### config.mk
export PLATFORM = sky130hd
export DESIGN_NAME = draw_port_arbiter_flat
export DESIGN_NICKNAME = d
export VERILOG_FILES = /design/src/rtl/draw_arb_pkg.sv /design/src/rtl/draw_port_arbiter_if.sv /design/src/rtl/rr_pick.sv /design/src/rtl/draw_port_arbiter.sv /design/src/flat_wrapper.sv
export SDC_FILE = /design/constraint.sdc
export NUM_CORES = 1
export LEC_CHECK = 0
export BUFFER_PORTS_ARGS = -buffer_cell sky130_fd_sc_hd__buf_2
export CAP_MARGIN = 25
export CELL_PAD_IN_SITES_DETAIL_PLACEMENT = 2
export CELL_PAD_IN_SITES_GLOBAL_PLACEMENT = 2
export CORE_MARGIN = 2
export CORE_UTILIZATION = 24
export CTS_BUF_LIST = sky130_fd_sc_hd__clkbuf_8
export CTS_CLUSTER_DIAMETER = 80
export DETAILED_ROUTE_END_ITERATION = 8
export GPL_TIMING_DRIVEN = 0
export PLACE_DENSITY = 0.89
export SYNTH_ARGS = -nofsm -noshare
export SYNTH_HDL_FRONTEND = slang
export SYNTH_SLANG_ARGS = --single-unit
export TNS_END_PERCENT = 100
### constraint.sdc
create_clock -name clk -period 2 [get_ports clk]
set_input_delay 0.2 -clock clk [delete_from_list [all_inputs] [get_ports clk]]
set_output_delay 0.2 -clock clk [all_outputs]
set_load 0.05 [all_outputs]
### src/rtl/draw_arb_pkg.sv
// draw_arb_pkg: shared types and constants for the VGA draw-port arbiter
// Contents: FSM state enum, pixel field widths, watchdog counter width and default limit.
package draw_arb_pkg;
    typedef enum logic [1:0] {IDLE, GRANT, RELEASE} state_t;
    localparam int X_W = 9;
    localparam int Y_W = 9;
    localparam int C_W = 3;
    localparam int WD_W = 17;
    localparam int TIMEOUT_DEF = 60000;
endpackage

### src/rtl/draw_port_arbiter_if.sv
// draw_port_arbiter_if: bundle between the drawers and the VGA write-port arbiter
// Signals: req, src_x/src_y/src_colour (packed per drawer), src_done  -> arbiter
//          gnt, vga_x/vga_y/vga_colour, vga_plot, busy, timeout       <- arbiter
// Modports: master = drawer side, slave = arbiter side.
interface draw_port_arbiter_if import draw_arb_pkg::*; #(
    parameter int NREQ = 4
) ();
    logic [NREQ-1:0] req;
    logic [NREQ*X_W-1:0] src_x;
    logic [NREQ*Y_W-1:0] src_y;
    logic [NREQ*C_W-1:0] src_colour;
    logic [NREQ-1:0] src_done;
    logic [NREQ-1:0] gnt;
    logic [X_W-1:0] vga_x;
    logic [Y_W-1:0] vga_y;
    logic [C_W-1:0] vga_colour;
    logic vga_plot;
    logic busy;
    logic timeout;
    modport master (
        output req, src_x, src_y, src_colour, src_done,
        input gnt, vga_x, vga_y, vga_colour, vga_plot, busy, timeout
    );
    modport slave (
        input req, src_x, src_y, src_colour, src_done,
        output gnt, vga_x, vga_y, vga_colour, vga_plot, busy, timeout
    );
endinterface

### src/rtl/rr_pick.sv
// rr_pick: combinational round-robin picker
// Ports: req (request levels), last (previous winner) -> winner (first set bit
//        searching upward from last+1 with wrap), valid (any request set).
module rr_pick #(
    parameter int NREQ = 4,
    localparam int IW = $clog2(NREQ)
) (
    input logic [NREQ-1:0] req,
    input logic [IW-1:0] last,
    output logic [IW-1:0] winner,
    output logic valid
);
    assign valid = |req;
    // Scan from the farthest candidate back to last+1 so the nearest set bit wins.
    always_comb begin
        winner = '0;
        for (int i = NREQ; i >= 1; i--)
            if (req[(int'(last) + i) % NREQ])
                winner = IW'((int'(last) + i) % NREQ);
    end
endmodule

### src/rtl/draw_port_arbiter.sv
// draw_port_arbiter: round-robin owner of the single VGA write port
// Ports: clk, resetn (synchronous, active-low), bus (draw_port_arbiter_if.slave):
//        per-drawer req/src_*/src_done in, registered one-hot gnt and plot command out,
//        busy (not IDLE), timeout (one-cycle pulse on a watchdog release).
// Build option: define DRAW_ARB_TIMEOUT_EN to add the grant watchdog; without it
//        a grant ends only on src_done or request withdrawal and timeout stays 0.
module draw_port_arbiter import draw_arb_pkg::*; #(
    parameter int NREQ = 4,
    parameter int TIMEOUT = TIMEOUT_DEF,
    localparam int IW = $clog2(NREQ)
) (
    input logic clk,
    input logic resetn,
    draw_port_arbiter_if.slave bus
);
    state_t state;
    logic [IW-1:0] last, g, winner;
    logic valid, wd_hit, done_g, req_g, leave;
    assign done_g = bus.src_done[g];
    assign req_g = bus.req[g];
    assign leave = done_g || !req_g || wd_hit;
    assign bus.busy = state != IDLE;
    rr_pick #(.NREQ(NREQ)) u_pick (
        .req(bus.req),
        .last(last),
        .winner(winner),
        .valid(valid)
    );
`ifdef DRAW_ARB_TIMEOUT_EN
    logic [WD_W-1:0] wd_cnt;
    assign wd_hit = wd_cnt == WD_W'(TIMEOUT - 1);
    // Held at zero outside GRANT so every grant starts counting from 0.
    always_ff @(posedge clk)
        wd_cnt <= (!resetn || state != GRANT) ? '0 : wd_cnt + 1'b1;
`else
    assign wd_hit = 1'b0;
`endif
    always_ff @(posedge clk) begin
        if (!resetn) begin
            state <= IDLE;
            last <= IW'(NREQ - 1);
            g <= '0;
            bus.gnt <= '0;
            bus.vga_x <= '0;
            bus.vga_y <= '0;
            bus.vga_colour <= '0;
            bus.vga_plot <= 1'b0;
            bus.timeout <= 1'b0;
        end else begin
            bus.timeout <= 1'b0;
            case (state)
                IDLE: if (valid) begin
                    state <= GRANT;
                    g <= winner;
                    last <= winner;
                    bus.gnt <= NREQ'(1) << winner;
                end
                GRANT: if (leave) begin
                    // RELEASE values land on the leaving edge, so the done/abort cycle is never plotted.
                    state <= RELEASE;
                    bus.gnt <= '0;
                    bus.vga_x <= '0;
                    bus.vga_y <= '0;
                    bus.vga_colour <= '0;
                    bus.vga_plot <= 1'b0;
                    bus.timeout <= wd_hit && !done_g && req_g;
                end else begin
                    bus.vga_x <= bus.src_x[g*X_W +: X_W];
                    bus.vga_y <= bus.src_y[g*Y_W +: Y_W];
                    bus.vga_colour <= bus.src_colour[g*C_W +: C_W];
                    bus.vga_plot <= 1'b1;
                end
                default: state <= IDLE;
            endcase
        end
    end
endmodule
### src/flat_wrapper.sv
// flat-port wrapper written by rule: the top's interface ports become plain ports
module draw_port_arbiter_flat import draw_arb_pkg::*;
#(
    parameter int NREQ = 4,
    parameter int TIMEOUT = TIMEOUT_DEF,
    localparam int IW = $clog2(NREQ)
)
  (clk, resetn, bus_req, bus_src_x, bus_src_y, bus_src_colour, bus_src_done, bus_gnt, bus_vga_x, bus_vga_y, bus_vga_colour, bus_vga_plot, bus_busy, bus_timeout);
  draw_port_arbiter_if #(.NREQ(NREQ)) bus_i ();
  input logic clk;
  input logic resetn;
  input wire logic [$bits(bus_i.req)-1:0] bus_req;
  input wire logic [$bits(bus_i.src_x)-1:0] bus_src_x;
  input wire logic [$bits(bus_i.src_y)-1:0] bus_src_y;
  input wire logic [$bits(bus_i.src_colour)-1:0] bus_src_colour;
  input wire logic [$bits(bus_i.src_done)-1:0] bus_src_done;
  output wire logic [$bits(bus_i.gnt)-1:0] bus_gnt;
  output wire logic [$bits(bus_i.vga_x)-1:0] bus_vga_x;
  output wire logic [$bits(bus_i.vga_y)-1:0] bus_vga_y;
  output wire logic [$bits(bus_i.vga_colour)-1:0] bus_vga_colour;
  output wire logic [$bits(bus_i.vga_plot)-1:0] bus_vga_plot;
  output wire logic [$bits(bus_i.busy)-1:0] bus_busy;
  output wire logic [$bits(bus_i.timeout)-1:0] bus_timeout;
  assign bus_i.req = bus_req;
  assign bus_i.src_x = bus_src_x;
  assign bus_i.src_y = bus_src_y;
  assign bus_i.src_colour = bus_src_colour;
  assign bus_i.src_done = bus_src_done;
  assign bus_gnt = bus_i.gnt;
  assign bus_vga_x = bus_i.vga_x;
  assign bus_vga_y = bus_i.vga_y;
  assign bus_vga_colour = bus_i.vga_colour;
  assign bus_vga_plot = bus_i.vga_plot;
  assign bus_busy = bus_i.busy;
  assign bus_timeout = bus_i.timeout;
  draw_port_arbiter #(.NREQ(NREQ), .TIMEOUT(TIMEOUT)) u_core (.clk(clk), .resetn(resetn), .bus(bus_i));
endmodule
==> After elaboration in Yosys (flattened, before gate mapping) <==
Index checks and enable logic that the tools add are counted.
{ "totals": {"elab_cells": 73, "reg_bits": 32, "input_bits": 94, "out_inout_bits": 28} }
{ "classes": {"n_shift": 4, "reduce_logical": 13, "order_cmp": 5, "bitwise_logic": 4, "add_sub_neg": 4, "n_eq_ne": 3, "n_mul": 2, "muxes": 30} }
{ "ops": {"columns": ["operator", "n"], "rows": [
  ["indexed part select 36 x 7 -> 9 bit", 2],
  ["two-way mux 9 bit", 2],
  ["< comparator 3 x 4 -> 1 bit (second input constant)", 4],
  ["binary-select mux 1 bit (select 2 bit)", 6],
  ["two-way mux 2 bit", 6],
  ["indexed part select 12 x 5 -> 3 bit", 1],
  ["two-way mux 1 bit", 11],
  ["two-way mux 4 bit", 2],
  ["case mux 4 bit (2 select lines)", 1],
  ["OR reduction 2 bit", 4],
  ["multiplier 2 x 4 -> 6 bit (second input constant)", 1],
  ["adder 2 x 1 -> 2 bit (second input constant)", 2],
  ["adder 2 bit (second input constant)", 2],
  ["bitwise AND 1 bit (first input constant)", 4],
  ["multiplier 2 x 2 -> 4 bit (second input constant)", 1],
  ["case mux 2 bit (2 select lines)", 1],
  ["AND reduction 2 bit", 2],
  ["nonzero test 2 bit", 2],
  ["OR reduction 4 bit", 1],
  ["left shift 1 x 2 -> 4 bit (first input constant)", 1],
  ["< comparator 2 x 3 -> 1 bit (second input constant)", 1],
  ["two-way mux 3 bit", 1],
  ["AND reduction 3 bit", 1],
  ["== test 2 x 1 -> 1 bit (second input constant)", 1],
  ["other kinds (5)", 5]
]} }

==> Depth between registers and ports, before layout <==
{ "logic_depth": {"ltp_word": 13, "ltp_mapped": 7, "ltp_nobuf": 4} }

==> Cells and area by module <==
Synthesis repeated with hierarchy kept, for this count alone.
{ "unflattened": {"hier_cells": 186, "area_unflattened_um2": 1913.1} }
{ "by_module_without_submodules": {"columns": ["module", "area_per_inst_um2", "cells_per_inst", "n_inst", "seq_area_each_um2"], "rows": [
  ["draw_port_arbiter", 1821.7, 172, 1, 640.6],
  ["rr_pick", 91.3, 14, 1, 0.0]
]} }

==> Least setup slack after synthesis <==
OpenSTA, ideal clock, no wires.
{ "synth_path": {"path_type": "register to register", "start": "reg u_core.state[0]", "end": "reg u_core.bus.gnt[3]", "setup_slack_ns": 0.086, "setup_time_ns": 0.087, "stages_incl_launch_ff": 6, "arrival_ns": 1.827, "n_path_buf": 1, "t_required_ns": 1.913, "period_less_slack_ns": 1.914, "path_cell_list": "dfxtp_1 -> or2_1 -> or2_2 -> buf_2 -> or3_1 -> o31ai_1"} }
{ "synth_between": {"elab_chain_cells": 3, "word_cells_on_any_way": 7, "classes_between": "eq/ne: 3; mux: 1; reduce/logical: 3"} }
{ "synth_lines": {"columns": ["element", "line_no", "text"], "rows": [
  ["start: declaration", "draw_port_arbiter.sv:16", "state_t state;"],
  ["start signal: assignment", "draw_port_arbiter.sv:40", "state <= IDLE;"],
  ["start signal: assignment", "draw_port_arbiter.sv:53", "state <= GRANT;"],
  ["start signal: assignment", "draw_port_arbiter.sv:60", "state <= RELEASE;"],
  ["== test 2 x 1 -> 1 bit or zero test 2 bit (tied branches)", "draw_port_arbiter.sv:51", "case (state)"],
  ["inequality test 2 x 1 -> 1 bit (no line) (tied with other cells)", null, null],
  ["AND reduction 3 bit (no line)", null, null],
  ["end signal: assignment", "draw_port_arbiter.sv:56", "bus.gnt <= NREQ'(1) << winner;"],
  ["end: declaration", "draw_port_arbiter_if.sv:26", "output gnt, vga_x, vga_y, vga_colour, vga_plot, busy, timeout"]
]} }
Parallel ways exist; a longest one is shown, timed or not.
A chain may end at the register's enable or synchronous reset.

==> Final worst setup path <==
{ "layout_path": {"start": "reg u_core.g[1]", "end": "reg u_core.bus.gnt[0]"} }
{ "layout_between": {"elab_chain_cells": 6, "word_cells_on_any_way": 8, "classes_between": "eq/ne: 1; mux: 4; reduce/logical: 3"} }
{ "layout_lines": {"columns": ["element", "line_no", "text"], "rows": [
  ["start: declaration", "draw_port_arbiter.sv:17", "logic [IW-1:0] last, g, winner;"],
  ["start signal: assignment", "draw_port_arbiter.sv:54", "g <= winner;"],
  ["binary-select mux 1 bit (select 2 bit)", "draw_port_arbiter.sv:20", "assign req_g = bus.req[g];"],
  ["two-way mux 1 bit (not written as such)", "draw_port_arbiter.sv:20", null],
  ["zero test 1 bit", "draw_port_arbiter.sv:21", "assign leave = done_g || !req_g || wd_hit;"],
  ["logical OR 1 bit (*)", "draw_port_arbiter.sv:21", null],
  ["inequality test 2 x 1 -> 1 bit (no line) (*)", null, null],
  ["AND reduction 3 bit (no line) (*)", null, null]
]} }
Every way passes the cells marked *; elsewhere a longest branch is shown, timed or not. The select of a mux whose other input is x is not followed.

==> flow_metrics.py <==
metrics = {
    "power": {
        "p_per_area_nw_per_um2": 730.3,
        "p_int_mw": 1.278,
        "leakagePower_nw": 1.187,
        "vdd_drop_max_uv": 260.1,
        "clock_power_share": 0.264,
        "p_sw_frac": 0.3573,
        "share_comb_of_total_power": 0.377,
        "seqPwrFrac": 0.359,
        "p_sw_mw": 0.7103,
    },
    "synth": {
        "syn-instance-count": 186,
        "ys_seq_elements": 32,
        "synth_edf_count": 0,
        "synth_area_um2": 1876,
        "seq_area_frac_synth": 0.3416,
        "syn_avg_cell_area_um2": 10.08,
        "synthDistinctLibCells": 36,
        "syn-num-nets": 280,
        "async_reset_ff_frac": 0,
        "ys_warn_count": 0,
        "synthFlopType": "dfxtp_1",
    },
    "placement": {
        "place_area_um2": 2604,
        "place_hpwl_mm": 5.574,
        "gp_congestion": 0.6905,
        "io_buffers": 120,
        "dp.cells": 408,
    },
    "floorplan": {
        "floorplan.io_pins": 122,
        "start_util": 0.2453,
        "coreArea_um2": 7647,
        "die_y_um": 92.40,
        "rows": 32,
        "fp.dieArea_um2": 8538,
        "die-width_um": 92.40,
    },
    "global_routing": {
        "grt_max_degree": 11,
        "grt_pass1_vias": 2245,
        "gr-total-overflow": 0,
        "antenna_found_initial": 0,
        "grt.total_usage": 0.1652,
        "grt_pass1_wl_mm": 10.96,
    },
    "clock_network": {
        "htree_levels": 2,
        "cts-root-buf": "clkbuf_8",
        "insertion_delay_ns": 0.29,
        "cts.sinks": 32,
        "path_clk_slew_ns": 0.08,
        "numCtsBuffers": 5,
        "cts_tree": "built",
        "cts.path.max_buffers": 2,
    },
    "setup_path": {
        "crit_arrival_ns": 2.10,
        "r2r_start": "u_core.g[1]",
        "crit_chain": "buf_2 > and4b_1 > or4_1 > buf_4 > o211a_1 > a22o_1",
        "endpoint_kind": "flop",
        "startpoint_type": "flop",
        "path_class": "reg -> reg",
        "worst_r2r_path_depth": 6,
        "rr_endpoint": "u_core.bus.gnt[0]",
        "critPathRequiredTime_ns": 2.19,
        "crit_fanout": 8,
        "cp_slowest_cell": "or4_1",
        "reg2reg_setup_slack_ns": 0.09,
        "slowest_delay_ns": 0.52,
    },
    "timing": {
        "post-route-period-util": 0.9557,
        "rsz0062_at_grt": "yes",
        "setup_viol": 0,
        "min_period_ns": 1.911,
        "fmax_ghz": 0.5232,
        "hold_ws_ns": 0.2497,
        "skew_ns": 0.009977,
        "tightest_slew_ns": 0.7623,
        "finalSetupTns_ns": 0,
        "slew-limit-headroom": 0.4852,
        "slew_viol_final": 0,
        "final_hold_viol_count": 0,
    },
    "final_layout": {
        "drive_above_1_share": 0.5159,
        "final_area_um2": 2723,
        "fin_nets": 407,
        "syn_to_final_growth_pct": 45.16,
        "fin_cells": 416,
        "utilization": 0.3560,
        "antenna_cells": 0,
    },
    "detailed_routing": {
        "final_antenna_net_count": 0,
        "wire_per_inst_um": 16.62,
        "wirelength_mm": 6.913,
        "drc": 0,
        "drtIter0Drc": 26,
        "num_vias": 2007,
        "firstDrtPassIters": 4,
        "vias_per_cell": 4.825,
    },
    "run": {
        "maxCapViolCount": 0,
    },
    "worst_hold_path": {
        "hold_end": "u_core.state[1]",
        "holdPathStages": 3,
        "hold_start": "resetn",
        "hp-class": "in -> reg",
    },
    "outcome": {
        "status": "finished, final reports clean",
    },
}
## per-layer routing
metal | vias to the layer above | routed length (um) | global-route usage
met5 | - | 0 | 0
met4 | 0 | 146 | 0.06343
met3 | 11 | 352 | 0.03092
met2 | 68 | 3657 | 0.3017
met1 | 979 | 2757 | 0.1898
li1 | 949 | - | -
## critical path, delay by kind of cell (launching register included)
family	cells	cell delay, ns
AND/OR/NAND/NOR	2	0.73
AO/OA/AOI/OAI	2	0.44
buffers and inverters	2	0.34
flip-flops	1	0.30
## logic make-up after synthesis
kind of cell	count (synthesis)	synth area share
muxes	22	0.2575
buffers and inverters	21	0.05270
other	1	0.001999
DFF	32	0.3416
and+or+nand+nor	67	0.1768
AOI/OAI and AO/OA	43	0.1694
## worst max path at each step
stage / start / end / slack [ns] / depth (start not counted)
2_1_floorplan: u_core.state[0] / u_core.bus.gnt[3] / 0.09 / 5
5_1_grt: u_core.g[1] / u_core.bus.gnt[3] / -0.007 / 5
3_5_place_dp: u_core.g[1] / u_core.bus.gnt[1] / 0.02 / 7
4_1_cts: u_core.g[1] / u_core.bus.gnt[1] / 0.008 / 7
3_3_place_gp: u_core.g[1] / u_core.bus.gnt[1] / 0.07 / 7
6_report: u_core.g[1] / u_core.bus.gnt[0] / 0.09 / 6
## power by group through the flow
stage	sequential (mW)	combinational [mW]	clock [mW]
floorplan	0.826	0.402	0
global placement	0.725	0.726	0
detailed placement	0.727	0.748	0
CTS	0.713	0.751	0.553
global route	0.721	0.823	0.569
finish	0.714	0.750	0.525
## stage by stage
step / power [mW] / setup WS [ns]
after floorplan: 1.228 / 0.08611
after global placement: 1.451 / 0.07401
after detailed placement: 1.476 / 0.02194
after CTS: 2.018 / 0.007939
after global routing: 2.113 / -0.006673
final: 1.988 / 0.08856
## flip-flops by register name, summed over array words and instances, names as in the netlist
name / flops
u_core.state: 2
u_core.bus.gnt: 4
u_core.g: 2
u_core.last: 2
u_core.bus.vga_plot: 1
u_core.bus.vga_x: 9
u_core.bus.vga_colour: 3
u_core.bus.vga_y: 9
## synthesized netlist by cell type, types with 2 or more instances
library cell,n,area share
dfxtp_1,32,0.34
a21boi_0,25,0.10
nand2_1,25,0.050
nand3_1,22,0.059
mux4_2,21,0.25
clkbuf_1,10,0.020
buf_2,7,0.019
nor2_1,5,0.010
o21ai_0,5,0.013
nand2b_1,3,0.010
inv_1,2,0.0040
nor2b_1,2,0.0067
nor4bb_1,2,0.011
o2111ai_1,2,0.0093
o31ai_1,2,0.0080
## cell usage in the layout, fill, tap and decap left out, drive strengths merged
cell type / synthesis / routed
a21oi: 1 / 1
o31ai: 2 / 2
nor2: 5 / 5
and4b: 1 / 1
a32o: 1 / 1
mux4: 21 / 21
a21boi: 25 / 25
nor2b: 2 / 2
inv: 2 / 2
a211oi: 1 / 1
dfxtp: 32 / 32
clkbuf: 10 / 16
or2: 2 / 2
buf: 9 / 129
conb: 1 / 1
o41ai: 1 / 1
or4: 1 / 1
nand3: 22 / 22
mux2i: 1 / 1
o32ai: 1 / 1
nand2: 25 / 25
nor4: 1 / 1
nand2b: 3 / 3
nor4b: 1 / 1
o2111ai: 2 / 2
nor4bb: 2 / 2
and2: 1 / 1
clkinv: 0 / 2
o21ai: 5 / 5
a22o: 1 / 1
or3: 1 / 1
o22ai: 1 / 1
o211a: 1 / 1
o21a: 1 / 1
## layout make-up
type	count	area (um2)
Clock inverter	2	10.01
Sequential cell	32	640.6
Buffer	19	100.1
Inverter	2	7.507
Clock buffer	6	82.58
Timing Repair Buffer	120	600.6
Fill cell	867	4925
Tap cell	102	127.6
Multi-Input combinational cell	133	1154
## timing repair
item | in CTS | in global routing
resized for setup | 0 | 8
setup buffers | 0 | 0
endpoints found under the setup margin | 0 | 7
hold buffers | 0 | 0
No activity file was read; power rests on OpenSTA's default activity.
